<file path="src/rtl/int_sub_serial.sv">
// Digit-serial signed subtractor: x = a - b, DIGIT_W bits per cycle through one
// narrow adder, borrow rippled across cycles as a carry with an inverted subtrahend.
module int_sub_serial #(
  parameter int W_IN_A  = 8,
  parameter int W_IN_B  = 16,
  parameter int DIGIT_W = 4,
  localparam int W_MAX_OP   = (W_IN_A > W_IN_B) ? W_IN_A : W_IN_B,
  localparam int W_OUT_X    = W_MAX_OP + 1,
  localparam int NUM_DIGITS = (W_OUT_X + DIGIT_W - 1) / DIGIT_W,
  localparam int W_PAD      = NUM_DIGITS * DIGIT_W
) (
  input  logic                      clk,
  input  logic                      rst_n,
  input  logic                      in_valid,
  output logic                      in_ready,
  input  logic signed [W_IN_A-1:0]  in_a,
  input  logic signed [W_IN_B-1:0]  in_b,
  output logic                      out_valid,
  input  logic                      out_ready,
  output logic signed [W_OUT_X-1:0] out_x,
  output logic                      busy
);

  localparam int CNT_W = (NUM_DIGITS > 1) ? $clog2(NUM_DIGITS) : 1;

  typedef enum logic [1:0] {IDLE, RUN, DONE} state_t;

  state_t                    state_q, state_d;
  logic signed [W_PAD-1:0]   op_a_q, op_b_q;
  logic        [W_PAD-1:0]   res_q, res_next;
  logic                      carry_q;
  logic        [CNT_W-1:0]   cnt_q;
  logic        [DIGIT_W:0]   sum;
  logic signed [W_PAD-1:0]   a_ext, b_ext;
  logic                      last_digit;

  assign a_ext = {{(W_PAD - W_IN_A){in_a[W_IN_A-1]}}, in_a};
  assign b_ext = {{(W_PAD - W_IN_B){in_b[W_IN_B-1]}}, in_b};

  // One digit of a + ~b + carry; the initial carry of 1 completes the negation of b.
  assign sum = {1'b0, op_a_q[DIGIT_W-1:0]} + {1'b0, op_b_q[DIGIT_W-1:0]}
             + {{DIGIT_W{1'b0}}, carry_q};

  // New digit enters at the top so digit 0 ends up at bit 0 after the last shift.
  generate
    if (DIGIT_W < W_PAD) begin : g_shift
      assign res_next = {sum[DIGIT_W-1:0], res_q[W_PAD-1:DIGIT_W]};
    end else begin : g_whole
      assign res_next = sum[DIGIT_W-1:0];
    end
  endgenerate

  assign last_digit = (cnt_q == CNT_W'(NUM_DIGITS - 1));

  always_comb begin
    state_d = state_q;
    case (state_q)
      IDLE:    if (in_valid)   state_d = RUN;
      RUN:     if (last_digit) state_d = DONE;
      DONE:    if (out_ready)  state_d = IDLE;
      default: state_d = IDLE;
    endcase
  end

  always_ff @(posedge clk or negedge rst_n) begin
    if (!rst_n) begin
      state_q <= IDLE;
      op_a_q  <= '0;
      op_b_q  <= '0;
      res_q   <= '0;
      carry_q <= 1'b0;
      cnt_q   <= '0;
    end else begin
      state_q <= state_d;
      case (state_q)
        IDLE: if (in_valid) begin
          op_a_q  <= a_ext;
          op_b_q  <= ~b_ext;
          carry_q <= 1'b1;
          cnt_q   <= '0;
          res_q   <= '0;
        end
        RUN: begin
          res_q   <= res_next;
          carry_q <= sum[DIGIT_W];
          op_a_q  <= op_a_q >> DIGIT_W;
          op_b_q  <= op_b_q >> DIGIT_W;
          cnt_q   <= cnt_q + 1'b1;
        end
        default: ;
      endcase
    end
  end

  assign in_ready  = (state_q == IDLE);
  assign out_valid = (state_q == DONE);
  assign busy      = (state_q != IDLE);
  assign out_x     = res_q[W_OUT_X-1:0];

endmodule

</file>
<file path="config.mk">
export PLATFORM = sky130hd
export DESIGN_NAME = int_sub_serial
export DESIGN_NICKNAME = d
export VERILOG_FILES = /design/src/rtl/int_sub_serial.sv
export SDC_FILE = /design/constraint.sdc
export NUM_CORES = 1
export LEC_CHECK = 0
export ABC_AREA = 1
export CORE_ASPECT_RATIO = 1.75
export CORE_MARGIN = 1.5
export CORE_UTILIZATION = 30
export CTS_CLUSTER_DIAMETER = 120
export DETAILED_ROUTE_END_ITERATION = 16
export GPL_TIMING_DRIVEN = 0
export SETUP_SLACK_MARGIN = 0.1
export SYNTH_ARGS = -nofsm -noshare
export SYNTH_HDL_FRONTEND = slang
export SYNTH_SLANG_ARGS = --single-unit
</file>
<file path="constraint.sdc">
create_clock -name clk -period 1.8 [get_ports clk]
set_clock_uncertainty 0.2 [all_clocks]
set_input_delay 0.36 -clock clk [delete_from_list [all_inputs] [get_ports clk]]
set_output_delay 0.36 -clock clk [all_outputs]
set_load 0.02 [all_outputs]
</file>
==> results.txt, run 1 <==
----------------------------------------------------
[Critical path]
  Capturing point of the worst reg2reg path ... carry_q$_DFFE_PN0P_
  CP Max Fanout ... 2
  Element type at the critical path end ... register
  CP startpoint ... carry_q$_DFFE_PN0P_
  Worst-case register-to-register setup slack ... -0.03 ns
  Required time of the worst setup path ... 1.78 ns
  Reg2Reg Launch Point ... carry_q$_DFFE_PN0P_
  Setup Crit Path Kind ... register to register
  Worst R2R Path Depth ... 8
  Capture point of the critical path ... carry_q$_DFFE_PN0P_
  CP Launch Type ... register
  Worst endpoint data arrival time ... 1.80 ns

[Cells and area]
  Most common cell after layout, fill and taps aside ... sky130_fd_sc_hd__nand2_1
  Core utilization of the finished layout ... 40.7%
  Count of inserted antenna diode cells ... 0
  Layout cell share with drive strength beyond 1 ... 15.7%
  Number of standard cells in the final layout excluding fillers ... 433
  Count of fill cells added during filler insertion ... 823
  Area growth from synthesis to layout ... 30.3%
  Layout Nets ... 378
  Final non-filler cell area ... 0.00326 mm^2
  Commonest cells after routing, fill and taps aside ... 87 x sky130_fd_sc_hd__nand2_1, 54 x sky130_fd_sc_hd__dfrtp_1, 28 x sky130_fd_sc_hd__inv_1

[STA]
  Total count of hold-check failures in the final report ... 0
  Crit share post-route ... 102%
  Min Clock Period, post-route ... 1.83 ns
  Max-slew violation count ... 0
  Number of failing setup endpoints in the final timing report ... 1
  Pin slew with the least headroom to its limit ... 0.581 ns
  RSZ-0062 raised after global routing ... yes
  Worst setup slack after layout ... -0.0288 ns
  Remaining max-slew budget at the tightest pin ... 61.3%
  Max Freq ... 0.547 GHz

[Detailed routing]
  DRT Wirelength ... 5710 um
  Vias post-DR ... 2004
  Routed Antenna Nets ... 0
  Number of DRC markers in iteration 0 ... 102
  Initial DRT Pass Iterations ... 4
  Post-DR wirelength/cell ... 13.2 um
  Final routed DRC violation total ... 0
  Average via count per standard cell ... 4.63

[Synth]
  Cell type with the highest aggregate area in the netlist ... sky130_fd_sc_hd__dfrtp_1
  Number of nets produced by synthesis ... 317
  Share of the synthesized area in the top cell type ... 54.0%
  Top cells by area in the synthesized netlist ... sky130_fd_sc_hd__dfrtp_1 54%, sky130_fd_sc_hd__nand2_1 13%, sky130_fd_sc_hd__buf_4 5.4%
  Number of synthesized register bits ... 54
  Distinct cell type count after synthesis ... 21
  Register area share after synthesis ... 54.0%
  Ys Warns ... 0
  Synthesized area per cell ... 8.88 um^2
  Mapped Area ... 0.00250 mm^2
  Post-Synthesis Cells ... 282

[Place]
  Placer congestion estimate ... 0.771
  DPL Wire Length ... 4310 um
  Count of input and output buffers ... 47
  Cell area after placement ... 0.00311 mm^2
  Number of cells after detailed placement ... 420

[CTS]
  Inserted Clock Buffers ... 5
  Number of levels the H-tree was split into ... 2
  Clock tree from TritonCTS ... yes
  Clk_lat worst skew ... 0.28 ns
  Number of sinks on the clock net ... 54
  CTS clk-pin slew, worst paths ... 0.06 ns
  CTS Root Buffer Type ... sky130_fd_sc_hd__clkbuf_16
  Maximum root-to-sink buffer count ... 2

[Global route]
  Number of antenna violations at the first check in global routing ... 0
  Maximum number of pins on one net before global-route repair ... 32
  Global-route wire length before repair ... 9660 um
  Total routing resource utilization after global routing ... 14.0%
  Remaining Overflow, GRT ... 0
  Vias in the first global route ... 2032

[Power]
  Reported leakage power ... 1.66 nW
  Peak supply drop ... 0.851 mV
  P per Cell Area ... 1790 mW/mm^2
  Total power ... 5.82 mW

[Floorplanning]
  Die Wd ... 72.1 um
  Die height ... 124 um
  Initial cell density of the core ... 31.2%
  # rows ... 43
  IO Pins ... 48
  CORE AREA ... 0.00802 mm^2
  Die area ... 0.00892 mm^2

[Min path]
  Classification of the worst-slack hold path ... register to register

[Run status]
  Failing checks ... setup timing
  Outcome ... complete, but fails checks

[Run]
  Number of maximum-capacitance violations ... 0

----------------------------------------------------
-- cells by family after synthesis --
family | count (synthesis) | share of synthesized area [%]
buffers and inverters | 59 | 11.9
and+or+nand+nor | 113 | 18.2
DFF | 54 | 54.0
AOI/OAI and AO/OA | 49 | 11.8
adders and majority gates | 7 | 4.10
-- cell type report --
| class | instances | area [um^2] | share of cell area [%] |
|---|---|---|---|
| multi-input combinational | 169 | 863 | 26.5 |
| clock buffer | 5 | 125 | 3.84 |
| sequential | 54 | 1350 | 41.4 |
| buffer | 28 | 183 | 5.60 |
| timing repair buffer | 54 | 500 | 15.3 |
| clock inverter | 2 | 10.0 | 0.307 |
| tap | 90 | 113 | 3.45 |
| inverter | 31 | 116 | 3.57 |
-- worst min path at each step --
stage	startpoint	to	depth (start not counted)
2_1_floorplan	rst_n	carry_q$_DFFE_PN0P_	0
3_3_place_gp	op_b_q[18]$_DFFE_PN0P_	op_b_q[18]$_DFFE_PN0P_	2
3_5_place_dp	rst_n	cnt_q[1]$_DFFE_PN0P_	1
4_1_cts	op_a_q[18]$_DFFE_PN0P_	op_a_q[18]$_DFFE_PN0P_	2
5_1_grt	op_a_q[4]$_DFFE_PN0P_	op_a_q[4]$_DFFE_PN0P_	1
6_report	op_a_q[18]$_DFFE_PN0P_	op_a_q[18]$_DFFE_PN0P_	2
-- metal layers --
layer / GRT usage, % / up-vias / wire (um)
li1: - / 1011 / -
met1: 15.1 / 942 / 2260
met2: 26.9 / 42 / 3160
met3: 1.94 / 9 / 143
met4: 5.78 / 0 / 144
met5: 0 / - / 0
-- worst max-delay path: stages, from the launching register on --
cell                      delay (ns)
sky130_fd_sc_hd__dfrtp_1        0.41
sky130_fd_sc_hd__fa_2           0.42
sky130_fd_sc_hd__fa_2           0.36
sky130_fd_sc_hd__nand2_2        0.07
sky130_fd_sc_hd__nand2_1        0.06
sky130_fd_sc_hd__nand2_1        0.05
sky130_fd_sc_hd__nand2_1        0.05
sky130_fd_sc_hd__o21ai_1        0.06
sky130_fd_sc_hd__inv_1          0.05
-- timing repair --
action | in CTS | in global routing
buffers inserted | 4 | 1
hold endpoints to repair | 23 | 0
setup endpoints to repair | 53 | 45
pin swaps | 1 | 0
resized for setup | 31 | 5
hold buffers | 1 | 0
-- Yosys cell counts (all sizes together) --
cell type	n
clkbuf	2
nor2	9
buf	26
o21a	2
nand3	15
nand2	89
ha	5
a21oi	2
o21ai	22
o211ai	9
fa	2
inv	31
o22ai	13
dfrtp	54
a21o	1
-- power by group --
group / leakage [nW] / internal (mW) / switching (mW)
logic: 0.902 / 1.20 / 1.65
clock network: 0.0694 / 0.503 / 0.401
registers: 0.686 / 1.76 / 0.308
total: 1.66 / 3.46 / 2.36
-- sequential cells by signal, summed over array words and instances, names as in the netlist --
| register | count |
|---|---|
| op_b_q | 17 |
| state_q | 2 |
| op_a_q | 11 |
| cnt_q | 3 |
| res_q | 20 |
| carry_q | 1 |
-- metrics by stage --
step           hold WS [ns]  setup TNS, ns  worst slack (ns)
3_3_place_gp          0.253         -90.10             -1.48
3_5_place_dp          0.189         -10.31            -0.278
5_1_grt               0.301         -0.348           -0.0939
2_1_floorplan        -0.136              0            0.0651
6_report              0.273        -0.0288           -0.0288
4_1_cts               0.276        -0.0207           -0.0207
(Power assumes the default switching activity.)
==> run 2, diff against run 1 <==
--- a/config.mk
+++ b/config.mk
@@ -11,7 +11,7 @@
 export CORE_UTILIZATION = 30
 export CTS_CLUSTER_DIAMETER = 120
 export DETAILED_ROUTE_END_ITERATION = 16
-export GPL_TIMING_DRIVEN = 0
+export GPL_TIMING_DRIVEN = 1
 export SETUP_SLACK_MARGIN = 0.1
 export SYNTH_ARGS = -nofsm -noshare
 export SYNTH_HDL_FRONTEND = slang
==> run 2 against run 1 <==
The flow still finishes with violations (setup timing). Flip-flop and latch count is the same. Combinational power about the same. First-iteration DRC count shrank 8.8%.
==> results.txt, run 2 (synthesis gave the netlist of run 1 again) <==
----------------------------------------------------
[Global route]
  Maximum number of pins on one net before global-route repair ... 55 (+72%)
  Remaining Overflow, GRT ... 0 (unchanged)
  Vias in the first global route ... 2042 (+0.49%)
  Global-route wire length before repair ... 9490 um (-1.8%)
  Number of antenna violations at the first check in global routing ... 0 (unchanged)
  Total routing resource utilization after global routing ... 13.7% (-0.32 points)

[Cells and area]
  Top register by number of flip-flops ... res_q
  Layout Nets ... 363 (-4.0%)
  Count of inserted antenna diode cells ... 0 (unchanged)
  Largest register FFs ... 20 (unchanged)
  Area growth from synthesis to layout ... 30.6%
  Leading registers by flop count ... res_q: 20 flops, op_b_q: 17 flops, op_a_q: 11 flops
  Area taken by multi-input logic gates ... 861 um^2 (-0.29%)
  Layout cell share with drive strength beyond 1 ... 12.5% (-3.3 points)
  Sequential cell area in the final layout ... 0.00135 mm^2 (unchanged)
  Commonest cells after routing, fill and taps aside ... 87 x sky130_fd_sc_hd__nand2_1, 54 x sky130_fd_sc_hd__dfrtp_1, 28 x sky130_fd_sc_hd__inv_1
  Final non-filler cell area ... 0.00327 mm^2 (+0.23%)
  Most common cell after layout, fill and taps aside ... sky130_fd_sc_hd__nand2_1
  Count of fill cells added during filler insertion ... 808 (-1.8%)

[STA]
  Setup TNS Final ... -0.0689 ns (-0.0402 ns)
  Total count of hold-check failures in the final report ... 0 (unchanged)
  Worst setup slack after layout ... -0.0389 ns (-0.0101 ns)
  Hold WS ... 0.273 ns (+0.000386 ns)
  Max Freq ... 0.544 GHz (-0.55%)
  Min Clock Period, post-route ... 1.84 ns (+0.0101 ns)
  Max-slew violation count ... 0 (unchanged)
  Crit share post-route ... 102% (+0.56 points)
  RSZ-0062 raised after global routing ... yes
  Remaining max-slew budget at the tightest pin ... 80.0% (+19 points)
  Pin slew with the least headroom to its limit ... 0.300 ns (-0.281 ns)
  Number of failing setup endpoints in the final timing report ... 2 (+1)

[Power]
  Reported leakage power ... 1.64 nW (-0.95%)
  Peak supply drop ... 0.552 mV (-35%)
  P per Cell Area ... 1840 mW/mm^2 (+3.1%)

[Detailed routing]
  Number of DRC markers in iteration 0 ... 93 (-8.8%)
  Vias post-DR ... 1939 (-3.2%)
  Routed Antenna Nets ... 0 (unchanged)
  Average via count per standard cell ... 4.63 (about the same)
  DRT Wirelength ... 5540 um (-3.0%)
  Initial DRT Pass Iterations ... 4 (unchanged)
  Post-DR wirelength/cell ... 13.2 um (+0.28%)
  Final routed DRC violation total ... 0 (unchanged)

[CTS]
  Inserted Clock Buffers ... 5 (unchanged)
  Maximum root-to-sink buffer count ... 2 (unchanged)
  Number of sinks on the clock net ... 54 (unchanged)
  Clock tree from TritonCTS ... yes
  Clk_lat worst skew ... 0.30 ns (+0.02 ns)
  CTS Root Buffer Type ... sky130_fd_sc_hd__clkbuf_16
  Number of levels the H-tree was split into ... 2 (unchanged)
  CTS clk-pin slew, worst paths ... 0.07 ns (about the same)

[Floorplanning]
  Die area ... 0.00892 mm^2 (unchanged)
  Die height ... 124 um (unchanged)
  IO Pins ... 48 (unchanged)
  Initial cell density of the core ... 31.2% (unchanged)
  Die Wd ... 72.1 um (unchanged)
  CORE AREA ... 0.00802 mm^2 (unchanged)
  # rows ... 43 (unchanged)

[Critical path]
  Worst endpoint data arrival time ... 1.82 ns (+0.02 ns)
  Element type at the critical path end ... register
  CP Launch Type ... register
  Setup Crit Path Kind ... register to register
  CP Max Fanout ... 2 (unchanged)
  Required time of the worst setup path ... 1.79 ns (about the same)

[Place]
  Placer congestion estimate ... 0.779 (+1.2%)
  DPL Wire Length ... 4030 um (-6.5%)
  Count of input and output buffers ... 47 (unchanged)
  Cell area after placement ... 0.00311 mm^2 (+0.24%)

[Min path]
  Classification of the worst-slack hold path ... register to register

[Run status]
  Failing checks ... setup timing
  Outcome ... complete, but fails checks

[Run]
  Number of maximum-capacitance violations ... 0 (unchanged)

----------------------------------------------------
==> run 2: per-stage QoR <==
stage / util (%) / cells / setup WS (ns) / power [mW]
after floorplan: - / 282 / 0.0651 / 4.02
after global placement: 38.8 / 409 / -0.00715 / 4.94
after detailed placement: 38.8 / 409 / -0.0346 / 5.07
after CTS: 40.7 / 418 / -0.0286 / 6.08
after global routing: 40.8 / 419 / -0.119 / 6.54
final: 40.8 / 419 / -0.0389 / 6.02
==> run 2: critical path, stage by stage, from the launching register on <==
cell and delay [ns]:
sky130_fd_sc_hd__dfrtp_1 0.41, sky130_fd_sc_hd__fa_2 0.41, sky130_fd_sc_hd__fa_2 0.37, sky130_fd_sc_hd__nand2_2 0.08, sky130_fd_sc_hd__nand2_1 0.05, sky130_fd_sc_hd__nand2_1 0.05
sky130_fd_sc_hd__nand2_1 0.05, sky130_fd_sc_hd__o21ai_1 0.07, sky130_fd_sc_hd__inv_1 0.05
==> run 2: worst paths after layout <==
kind	start	endpoint	slack (ns)	cells after the start
hold / removal	op_b_q[18]$_DFFE_PN0P_	op_b_q[18]$_DFFE_PN0P_	0.27	2
hold reg to reg	op_b_q[18]$_DFFE_PN0P_	op_b_q[18]$_DFFE_PN0P_	0.27	2
min in group asynchronous	rst_n	state_q[0]$_DFFE_PN0P_	0.38	3
setup reg to reg	carry_q$_DFFE_PN0P_	carry_q$_DFFE_PN0P_	-0.04	8
setup / recovery	carry_q$_DFFE_PN0P_	carry_q$_DFFE_PN0P_	-0.04	8
max in group asynchronous	rst_n	op_b_q[1]$_DFFE_PN0P_	0.77	3
==> run 2: repair_timing <==
| item | in CTS | in global routing |
|---|---|---|
| hold endpoints to repair | 54 | 0 |
| resized for setup | 29 | 3 |
| hold buffers | 1 | 0 |
| setup buffers | 0 | 1 |
| pin swaps | 2 | 1 |
| setup endpoints to repair | 23 | 4 |
| cloned | 0 | 0 |
==> run 2: layout make-up <==
class | instances | area share [%]
flip-flops and latches | 54 | 41.3
multi-input cells | 169 | 26.3
repair buffers | 67 | 20.2
clock buffers | 5 | 3.83
inverters | 31 | 3.56
well taps | 90 | 3.44
clock inverters | 3 | 1.34
==> run 2: routing by layer <==
| metal | vias up | part of all wire (%) | wire (um) | track usage, % |
|---|---|---|---|---|
| met5 | - | 0 | 0 | 0 |
| met1 | 918 | 41 | 2250 | 15.2 |
| met4 | 0 | 1.6 | 89 | 6.01 |
| li1 | 977 | - | - | - |
| met3 | 6 | 2.7 | 149 | 2.02 |
| met2 | 38 | 55 | 3050 | 25.5 |
==> run 2: power breakdown <==
group	leakage, nW	switching (mW)	internal [mW]
logic	0.871	1.62	1.24
clock network	0.0842	0.439	0.659
registers	0.686	0.307	1.76
